===== src/rtl/ex_operand_stage.sv =====
// ex_operand_stage
// Operand-select stage in front of the 32-bit ALU. Captures decoded
// instructions over valid/ready, translates alu_op/funct into the ALU
// control code, applies write-back forwarding to captured and held
// operands, and presents registered operands from the output entry.
// A two-entry (output + skid) buffer keeps in_ready purely registered.
module ex_operand_stage #(
    parameter int XLEN = 32
) (
    input  logic            clk,
    input  logic            rst,
    // Upstream (decode) side
    input  logic            in_valid,
    output logic            in_ready,
    input  logic [4:0]      in_rs1_addr,
    input  logic [4:0]      in_rs2_addr,
    input  logic [XLEN-1:0] in_rs1_data,
    input  logic [XLEN-1:0] in_rs2_data,
    input  logic [XLEN-1:0] in_imm,
    input  logic            in_alu_src,
    input  logic [1:0]      in_alu_op,
    input  logic [2:0]      in_funct3,
    input  logic            in_funct7_5,
    input  logic [4:0]      in_rd,
    input  logic            in_reg_write,
    // Write-back forwarding source
    input  logic            wb_we,
    input  logic [4:0]      wb_rd,
    input  logic [XLEN-1:0] wb_data,
    // Pipeline control
    input  logic            flush,
    // Downstream (ALU) side
    output logic            out_valid,
    input  logic            out_ready,
    output logic [XLEN-1:0] alu_a,
    output logic [XLEN-1:0] alu_b,
    output logic [3:0]      alu_ctl,
    output logic [4:0]      out_rd,
    output logic            out_reg_write
);

    // ALU control encodings
    localparam logic [3:0] CTL_AND = 4'b0000;
    localparam logic [3:0] CTL_OR  = 4'b0001;
    localparam logic [3:0] CTL_ADD = 4'b0010;
    localparam logic [3:0] CTL_SUB = 4'b0110;
    localparam logic [3:0] CTL_SLT = 4'b0111;
    localparam logic [3:0] CTL_NOR = 4'b1100;

    // One buffered instruction. Both rs values are kept so that forwarding
    // can keep refreshing them while the entry waits.
    typedef struct packed {
        logic            valid;
        logic [4:0]      rs1_addr;
        logic [4:0]      rs2_addr;
        logic [XLEN-1:0] rs1_val;
        logic [XLEN-1:0] rs2_val;
        logic [XLEN-1:0] imm;
        logic            alu_src;
        logic [3:0]      ctl;
        logic [4:0]      rd;
        logic            reg_write;
    } entry_t;

    // Translate alu_op/funct3/funct7[5] into the ALU control code.
    // SUB is only chosen for register-register ops: an I-type ADDI can
    // carry a 1 in bit 30 as part of its immediate.
    function automatic logic [3:0] decode_ctl(
        input logic [1:0] alu_op,
        input logic [2:0] funct3,
        input logic       funct7_5,
        input logic       alu_src
    );
        logic [3:0] ctl;
        case (alu_op)
            2'b00: ctl = CTL_ADD;
            2'b01: ctl = CTL_SUB;
            2'b11: ctl = CTL_NOR;
            2'b10: begin
                case (funct3)
                    3'b000:  ctl = (funct7_5 && !alu_src) ? CTL_SUB : CTL_ADD;
                    3'b010:  ctl = CTL_SLT;
                    3'b110:  ctl = CTL_OR;
                    3'b111:  ctl = CTL_AND;
                    default: ctl = CTL_ADD;
                endcase
            end
            default: ctl = CTL_ADD;
        endcase
        return ctl;
    endfunction

    // Replace a source value with write-back data when the write targets
    // the same, non-zero register.
    function automatic logic [XLEN-1:0] fwd_val(
        input logic [4:0]      src_addr,
        input logic [XLEN-1:0] src_val,
        input logic            we,
        input logic [4:0]      rd,
        input logic [XLEN-1:0] data
    );
        logic [XLEN-1:0] res;
        if (we && (rd != 5'd0) && (rd == src_addr)) begin
            res = data;
        end else begin
            res = src_val;
        end
        return res;
    endfunction

    // Apply forwarding to both source values of an entry. rs2 is updated
    // even for immediate ops so the entry always holds a coherent value.
    function automatic entry_t fwd_entry(
        input entry_t          e,
        input logic            we,
        input logic [4:0]      rd,
        input logic [XLEN-1:0] data
    );
        entry_t r;
        r         = e;
        r.rs1_val = fwd_val(e.rs1_addr, e.rs1_val, we, rd, data);
        r.rs2_val = fwd_val(e.rs2_addr, e.rs2_val, we, rd, data);
        return r;
    endfunction

    entry_t o_q, o_d;   // output entry, drives the ALU
    entry_t s_q, s_d;   // skid entry, absorbs one instruction under stall

    entry_t in_ent_s;   // incoming instruction, decoded and forwarded
    entry_t o_fwd_s;    // output entry after this cycle's forwarding
    entry_t s_fwd_s;    // skid entry after this cycle's forwarding
    logic   in_xfer_s;
    logic   out_xfer_s;

    // Ready only reflects registered skid occupancy: no combinational
    // path from out_ready back to in_ready.
    assign in_ready   = ~s_q.valid;
    assign in_xfer_s  = in_valid & in_ready;
    assign out_xfer_s = o_q.valid & out_ready;

    // Build the incoming entry and refresh held entries with forwarding.
    always_comb begin
        in_ent_s           = '0;
        in_ent_s.valid     = 1'b1;
        in_ent_s.rs1_addr  = in_rs1_addr;
        in_ent_s.rs2_addr  = in_rs2_addr;
        in_ent_s.rs1_val   = fwd_val(in_rs1_addr, in_rs1_data, wb_we, wb_rd, wb_data);
        in_ent_s.rs2_val   = fwd_val(in_rs2_addr, in_rs2_data, wb_we, wb_rd, wb_data);
        in_ent_s.imm       = in_imm;
        in_ent_s.alu_src   = in_alu_src;
        in_ent_s.ctl       = decode_ctl(in_alu_op, in_funct3, in_funct7_5, in_alu_src);
        in_ent_s.rd        = in_rd;
        in_ent_s.reg_write = in_reg_write;
        o_fwd_s            = fwd_entry(o_q, wb_we, wb_rd, wb_data);
        s_fwd_s            = fwd_entry(s_q, wb_we, wb_rd, wb_data);
    end

    // Entry movement: flush wins; otherwise a free output entry takes the
    // skid entry first (FIFO order) or the new input, and a stalled output
    // entry diverts an accepted input into the skid entry.
    always_comb begin
        o_d = o_fwd_s;
        s_d = s_fwd_s;
        if (flush) begin
            o_d.valid = 1'b0;
            s_d.valid = 1'b0;
        end else if (!o_q.valid || out_xfer_s) begin
            if (s_q.valid) begin
                // in_ready is low while the skid entry is full, so no
                // input can arrive in this branch.
                o_d       = s_fwd_s;
                s_d.valid = 1'b0;
            end else if (in_xfer_s) begin
                o_d = in_ent_s;
            end else begin
                o_d.valid = 1'b0;
            end
        end else begin
            if (in_xfer_s) begin
                s_d = in_ent_s;
            end else begin
                s_d = s_fwd_s;
            end
        end
    end

    // Entry registers with asynchronous clear.
    always_ff @(posedge clk or posedge rst) begin
        if (rst) begin
            o_q <= '0;
            s_q <= '0;
        end else begin
            o_q <= o_d;
            s_q <= s_d;
        end
    end

    // ALU-facing outputs come straight from the output entry registers.
    assign out_valid     = o_q.valid;
    assign alu_a         = o_q.rs1_val;
    assign alu_b         = o_q.alu_src ? o_q.imm : o_q.rs2_val;
    assign alu_ctl       = o_q.ctl;
    assign out_rd        = o_q.rd;
    assign out_reg_write = o_q.reg_write;

endmodule


===== config.mk =====
export PLATFORM = sky130hd
export DESIGN_NAME = ex_operand_stage
export DESIGN_NICKNAME = d
export VERILOG_FILES = /design/src/rtl/ex_operand_stage.sv
export SDC_FILE = /design/constraint.sdc
export NUM_CORES = 1
export LEC_CHECK = 0
export CORE_UTILIZATION = 59
export CTS_BUF_LIST = sky130_fd_sc_hd__clkbuf_8
export DETAILED_ROUTE_END_ITERATION = 7
export HOLD_SLACK_MARGIN = 0.03
export PLACE_DENSITY = 0.95
export SLEW_MARGIN = 5
export SYNTH_ARGS = -nofsm -noshare
export SYNTH_HDL_FRONTEND = slang
export SYNTH_SLANG_ARGS = --single-unit

===== constraint.sdc =====
create_clock -name clk -period 19.6 [get_ports clk]
set_clock_uncertainty 0.2 [all_clocks]
set_input_delay 3.92 -clock clk [delete_from_list [all_inputs] [get_ports clk]]
set_output_delay 3.92 -clock clk [all_outputs]
set_load 0.02 [all_outputs]

Yosys cells after proc, flatten, opt, wreduce, memory -nomap -nowiden
Index checks and enable logic that the tools add are counted.
{ "totals": {"ff_bits": 236, "inputBits": 162, "out_inout_bits": 76, "word_cells": 77} }
{ "classes": {"eq_ne": 12, "n_mux": 21, "bitwise": 5, "reduce_logical": 19} }
{ "op_table": {"columns": ["op", "count"], "rows": [
  ["two-way mux 118 bit", 3],
  ["two-way mux 107 bit", 3],
  ["two-way mux 32 bit", 7],
  ["two-way mux 117 bit", 1],
  ["== test 5 bit", 6],
  ["one-hot mux 4 bit (4 select lines)", 1],
  ["one-hot mux 3 bit (4 select lines)", 1],
  ["logical AND 1 bit", 8],
  ["== test 3 bit (second input constant)", 2],
  ["AND reduction 3 bit", 2],
  ["nonzero test 5 bit", 1],
  ["== test 2 bit (second input constant)", 2],
  ["two-way mux 1 bit", 4],
  ["nonzero test 2 bit", 2],
  ["== test 3 x 2 -> 1 bit (second input constant)", 1],
  ["zero test 3 bit", 1],
  ["two-way mux 3 bit", 1],
  ["NOT 1 bit", 3],
  ["nonzero test 3 bit", 1],
  ["AND 1 bit", 2],
  ["== test 2 x 1 -> 1 bit (second input constant)", 1],
  ["zero test 1 bit", 2],
  ["zero test 2 bit", 1],
  ["logical OR 1 bit", 1]
]} }

Longest topological paths before layout
Gate-level depths: netlist of run 1.
{ "depth": {"ltp_word": 9, "depth_mapped": 9, "ltp_nobuf": 6} }

Worst setup path before layout of run 1
OpenSTA, ideal clock, no wires.
{ "synth_path": {"kind": "input-to-reg", "start": "in wb_rd[0]", "end": "reg o_q (netlist bit alu_a[17])", "setup_ps": 142, "arrival_time_ps": 5735, "required_time_ps": 19258, "setup_slack_ps": 13523, "stages": 8, "n_path_buf": 2, "path_cell_list": "buf_2 -> or4_4 -> o21ai_4 -> nor4_4 -> buf_2 -> mux2_1 -> o22ai_1 -> a211oi_1"} }
{ "synth_rtl": {"columns": ["item", "line", "text"], "rows": [
  ["start: declaration", "28", "input logic [4:0] wb_rd,"],
  ["end signal: assignment", "190", "o_q <= '0;"],
  ["end signal: assignment", "193", "o_q <= o_d;"],
  ["end: declaration", "126", "entry_t o_q, o_d;"]
]} }

==> impl_results.md, run 1 <==
* Status: finished clean
* Design area at around 16000 um2
* MaxCap Viol Count at 0
* Layout Area Growth over Synthesis at 23.2%
* Initial antenna violation count at 0
* Residual DRC at 0
* Final setup fails at 0
* Top post-synthesis cells by count: 236 x dfrtp_1, 203 x nand2_1, 115 x mux2i_1
* H-tree depth at 2
* Critical Path RT at about 20 ns
* Crit-path slowest cell: or2_1
* Via count at 11.8k
* Largest net degree at the start of global routing at 154
* Synthesized area per cell at approximately 9.6 um2
* Slew margin rel. at 14.9%
* Overall Global Routing Usage at a little over a third
* Worst Tran Pin Value at 1.28 ns
* Cell count along the critical path at 8
* # IOs at 238
* Port-buffer cells at 237
* Inserted Clock Buffers at 40
* DRT Pass-1 Iters at 6
* Crit-path leading delay family: simple AND/OR/NAND/NOR gates
* Sequential area share after synthesis at 45.3%
* RSZ-0062 raised after global routing: no
* Post-CTS setup repair buffer count at 0
* Slew Viols, Final at 0
* First-pass GRT wire length at 62800 um
* Antenna cells at 0
* Hold Vio Cnt, Final at 0
* Final nets at 1668
* Initial Utilization at 60.0%
* Peak VDD IR at 0.0642 mV
* Via density per instance at 6.48
* Cell area after placement at between 15000 and 20000 um2
* Final HPWL DP at 25000 um
* Post-route ant nets at 0
* Worst Path Max Fanout at 34
* Die Y at 151 um
* Power Dens Cells at 105 nW/um2
* Hold Crit Class: flip-flop to flip-flop
* Die width at 151 um
* Skew-Pair Late Insertion Delay at 0.55 ns
* Placed cells at 1744
* Netlist cell types at 37
* Detailed Route Iter0 Violations at 1110
* Clk pin slew, worst setup/hold paths at approximately 0.060 ns
* Critical Path Source Type: input port
* Routability cong. at 0.919
* Wirelength per Cell at 21.9 um
* Synth Flop Type: dfrtp_1
* Ranking of synthesized cells by area: dfrtp_1 45%, mux2i_1 8.8%, mux2_2 7.3%
* R2R depth at 8
* Vias in the first global route at between 10k and 15k
* Mapped Cells at 1353
* Fin crit share at 36.1%
* Layout cell share with drive strength beyond 1 at 12.6%
* Crit path kind: input port to flip-flop
* Max Freq at 141 MHz
* Synth async-reset ratio at 100%
* Final WL at 39700 um
* Yosys warns at 0
* Remaining global-route overflow at 0
* FF+latch count, synth at 236
* Final min period at approximately 7 ns
* Synthesized Nets at 1515
* Layout Cells excl Fill at roughly 1.8k
* Number of flops mapped to enable cells by yosys at 0
* Fin Hold WS at approximately 0.28 ns
* P_leak at 6.55 nW
* Die footprint at between 20000 and 25000 um2
* WP buf/inv at 2
* Resized cells post-CTS at 0
* Layout Utilization at 73.9%
* Critical path endpoint category: flip-flop
* Post-synth top area share at 45.3%
* Core ar. at 21800 um2
* Clock Tree Buf Depth at 3
* Setup TNS at 0 ns
* Post-Synthesis Cell Area at around 13000 um2
* CTS root buffer: clkbuf_8
* Top-count cell post-synth: dfrtp_1
* CTS tree: done
* Worst Path Arrival at approximately 7.3 ns
* CTS sink cnt at 236
* CTS Hold Bufs at 0
* Row cnt at 54
* Synth area leader: dfrtp_1
* CP max stage delay at around 1.1 ns
* Hold path cells at 2
* Crit-path cells: clkdlybuf4s50_1 -> or4_4 -> o21ai_4 -> nor4_4 -> buf_4 -> or2_1 -> o22ai_1 -> a21oi_1
[cell usage in the layout (no fill, tap or decap), drive strengths merged, types with 2 or more instances in the layout]
master,n
a31oi,2
buf,22
or2,2
mux2,110
xnor2,18
nand2b,3
a21oi,93
nor2,46
clkdlybuf4s50,236
a211oi,10
nor4,6
o21ai,113
nand3,9
o22a,25
nor3,2
o22ai,101
xor2,12
inv,43
a31o,2
nor2b,4
mux2i,115
nand2,203
clkinv,11
clkbuf,51
a22oi,55
dfrtp,236
[layout make-up]
cell class	instances	area (um2)
clock buffer	51	702
clock inverter	20	123
fill	1462	5680
inverter	35	139
multi-input combinational	935	6330
sequential	236	5910
tap	280	350
timing repair buffer	258	2520
[kinds of logic (layout without fill, tap and decap cells)]
logic type             Yosys count  after routing  synth area share [%]
AO/OA/AOI/OAI                  401            401                  18.5
AND/OR/NAND/NOR                279            279                  9.08
multiplexers                   225            225                  18.3
flip-flops                     236            236                  45.3
buffers and inverters          182            364                  6.86
XOR/XNOR                        30             30                  2.01
[registers in the layout, indices dropped and copies added (netlist names)]
signal         flops
s_q               64
s_fwd_s           54
o_fwd_s           43
alu_a             32
o_q               32
out_rd             5
alu_ctl            4
out_reg_write      1
out_valid          1
[path summary, 6_finish.rpt]
kind / end / slack [ns] / startpoint
min in group asynchronous: s_fwd_s[39] / 3.79 / rst
max in group asynchronous: o_q[52] / 13.73 / rst
setup / recovery: s_q[105] / 12.53 / wb_rd[1]
setup reg to reg: s_q[105] / 16.15 / s_fwd_s[117]
hold reg to reg: s_fwd_s[29] / 0.28 / s_fwd_s[29]
hold / removal: s_fwd_s[29] / 0.28 / s_fwd_s[29]
[worst min-delay path, stage by stage, from the launching register on]
cell and delay (ns):
dfrtp_1 0.34, nand2_1 0.05, nand2_1 0.05
[power by group]
group | internal [mW] | switching (mW) | total, mW
clock network | 0.249 | 0.209 | 0.457
registers | 0.625 | 0.0980 | 0.723
logic | 0.248 | 0.262 | 0.511
[layer usage]
metal,global-route usage [%],vias up,routed length [um]
met3,6.85,137,4020
met1,46.8,5705,15300
li1,-,5113,-
met2,57.5,804,18700
met4,15.9,0,1660
met5,0,-,0
[metrics by stage]
stage                     setup WS, ns  total power, mW
final                            12.53             1.69
after global routing             12.36             1.77
after CTS                        12.60             1.68
after detailed placement         12.05             1.22
after global placement           12.22             1.19
after floorplan                   9.01             1.03
(Power assumes the default switching activity.)
==> run 2, diff against run 1 <==
--- a/config.mk
+++ b/config.mk
@@ -5,11 +5,11 @@
 export SDC_FILE = /design/constraint.sdc
 export NUM_CORES = 1
 export LEC_CHECK = 0
-export CORE_UTILIZATION = 59
+export CORE_UTILIZATION = 50
 export CTS_BUF_LIST = sky130_fd_sc_hd__clkbuf_8
 export DETAILED_ROUTE_END_ITERATION = 7
 export HOLD_SLACK_MARGIN = 0.03
-export PLACE_DENSITY = 0.95
+export PLACE_DENSITY = 0.91
 export SLEW_MARGIN = 5
 export SYNTH_ARGS = -nofsm -noshare
 export SYNTH_HDL_FRONTEND = slang
==> constraint.sdc (replaced) <==
create_clock -name clk -period 6.35 [get_ports clk]
set_clock_uncertainty 0.2 [all_clocks]
set_input_delay 1.27 -clock clk [delete_from_list [all_inputs] [get_ports clk]]
set_output_delay 1.27 -clock clk [all_outputs]
set_load 0.02 [all_outputs]
==> run 2 against run 1 <==
Core utilization down 10 points; combinational power rose to 3.1 times the previous value; register-to-register slack worse by 13 ns; flip-flop and latch count unchanged; non-clock buffer count up 5; total power rose to 3.1 times the previous value; global-route usage down 5.3 points; final area up 0.78%; count of clock-buffer cells in the layout down 2; worst setup slack worse by 10 ns; die area up 18%; sequential power rose to 3.1 times the previous value.
==> impl_results.md, run 2 (same netlist as run 1, synthesis figures left out) <==
* Clock Tree Buf Depth at 3 (unchanged)
* Worst Path Arrival at 4.52 ns (was 7.32 ns)
* Worst Path Max Fanout at 34 (unchanged)
* Most frequent cells in the layout: 236 x dfrtp_1, 236 x clkdlybuf4s50_1, 202 x nand2_1 (unchanged)
* Largest net degree at the start of global routing at 147 (was 154)
* Critical path endpoint category: flip-flop (unchanged)
* Post-CTS setup repair buffer count at 0 (unchanged)
* Peak VDD IR at 0.172 mV (was 0.0642 mV)
* Layout Area Growth over Synthesis at 24.1% (was 23.2%)
* Top reg by flops: s_q (unchanged)
* # IOs at 238 (unchanged)
* Setup TNS at 0 ns (unchanged)
* Skew-Pair Late Insertion Delay at 0.56 ns (was 0.55 ns)
* Hold Vio Cnt, Final at 0 (unchanged)
* Die footprint at 26800 um2 (was 22700 um2)
* Max reg flops at 64 (unchanged)
* Remaining global-route overflow at 0 (unchanged)
* Via count at 11.5k (was 11.8k)
* Wirelength per Cell at 21.5 um (was 21.9 um)
* Slew Viols, Final at 0 (unchanged)
* DRT Pass-1 Iters at 6 (unchanged)
* Fin Hold WS at 0.275 ns (was 0.278 ns)
* Die width at 164 um (was 151 um)
* Resized cells post-CTS at 0 (unchanged)
* Detailed Route Iter0 Violations at 1348 (was 1110)
* P_leak at 6.59 nW (was 6.55 nW)
* Critical Path RT at 6.60 ns (was 19.84 ns)
* Port-buffer cells at 237 (unchanged)
* Layout Utilization at 63.8% (was 73.9%)
* Layout Cells excl Fill at 1874 (was 1815)
* Routability cong. at 0.896 (was 0.919)
* CTS tree: done (unchanged)
* DP Worst Slack at 1.56 ns (was 12.05 ns)
* First-pass GRT wire length at 63300 um (was 62800 um)
* Layout cell share with drive strength beyond 1 at 12.5% (was 12.6%)
* Die Y at 164 um (was 151 um)
* Fin crit share at 67.3%
* Vias in the first global route at 11.6k (was 11.8k)
* CTS sink cnt at 236 (unchanged)
* Inserted Clock Buffers at 42 (was 40)
* H-tree depth at 2 (unchanged)
* Crit path kind: input port to flip-flop (unchanged)
* Max Freq at approximately 230 MHz
* Final WL at 40300 um (was 39700 um)
* Worst Tran Pin Value at 1.22 ns (was 1.28 ns)
* Cell area after placement at 15400 um2 (was 15300 um2)
* Final setup fails at 0 (unchanged)
* Row cnt at 58 (was 54)
* Placed cells at 1799 (was 1744)
* CTS root buffer: clkbuf_8 (unchanged)
* Clk pin slew, worst setup/hold paths at 0.06 ns (about the same)
* Design area at 16200 um2 (was 16100 um2)
* Core ar. at 25400 um2 (was 21800 um2)
* Final setup margin at 2.08 ns (was 12.53 ns)
* RSZ-0062 raised after global routing: no (unchanged)
* Overall Global Routing Usage at 30.4% (was 35.7%)
* Pwr Total at 5.21 mW (was 1.69 mW)
* Final HPWL DP at 25800 um (was 25000 um)
* Initial Utilization at 51.4% (was 60.0%)
* Final nets at 1675 (was 1668)
* CTS Hold Bufs at 0 (unchanged)
* Status: finished clean (unchanged)
* Final min period at 4.27 ns
* MaxCap Viol Count at 0 (unchanged)
* Power Dens Cells at 321 nW/um2 (was 105 nW/um2)
* Hold Crit Class: flip-flop to flip-flop (unchanged)
* Post-route ant nets at 0 (unchanged)
* Via density per instance at 6.16 (was 6.48)
* Residual DRC at 0 (unchanged)
* Slew margin rel. at 18.5% (was 14.9%)
* Critical Path Source Type: input port (unchanged)
* Initial antenna violation count at 3 (was 0)
==> run 2: critical path, stage by stage <==
cell and delay (ns):
clkdlybuf4s50_1 0.61, or4_4 0.63, o21ai_4 0.39, nor4_4 0.09, buf_4 0.34, nor2_2 0.53
buf_4 0.38, a22oi_1 0.13, o21ai_0 0.13
==> run 2: cell type report <==
| class | instances | area (um2) |
|---|---|---|
| inverters | 35 | 135 |
| clock buffers | 49 | 674 |
| diodes | 2 | 5.00 |
| flip-flops and latches | 236 | 5910 |
| multi-input cells | 935 | 6330 |
| well taps | 330 | 413 |
| repair buffers | 263 | 2570 |
| fillers | 2023 | 9200 |
| clock inverters | 24 | 161 |
==> run 2: worst paths after layout <==
check	to	slack, ns	startpoint	depth (start not counted)
max	s_q[70]	2.08	wb_rd[0]	9
min	s_fwd_s[36]	0.27	s_fwd_s[36]	2
max reg2reg	alu_a[10]	3.05	out_valid	6
min reg2reg	s_fwd_s[36]	0.27	s_fwd_s[36]	2
max in group asynchronous	s_fwd_s[36]	3.75	rst	3
min in group asynchronous	s_fwd_s[4]	0.95	rst	2
==> run 2: metal layers <==
| metal | global-route usage (%) | wire length (um) | up-vias |
|---|---|---|---|
| met5 | 0 | 0 | - |
| met4 | 12.4 | 1370 | 0 |
| met3 | 5.15 | 3470 | 100 |
| met2 | 49.1 | 19100 | 679 |
| met1 | 40.4 | 16300 | 5621 |
| li1 | - | - | 5142 |
==> run 2: report_power, final <==
| part | internal, mW | total [mW] | switching (mW) | leakage [nW] |
|---|---|---|---|---|
| clock network | 0.783 | 1.44 | 0.655 | 0.479 |
| logic | 0.768 | 1.56 | 0.789 | 3.26 |
| registers | 1.93 | 2.21 | 0.281 | 2.85 |
| total | 3.48 | 5.21 | 1.73 | 6.59 |
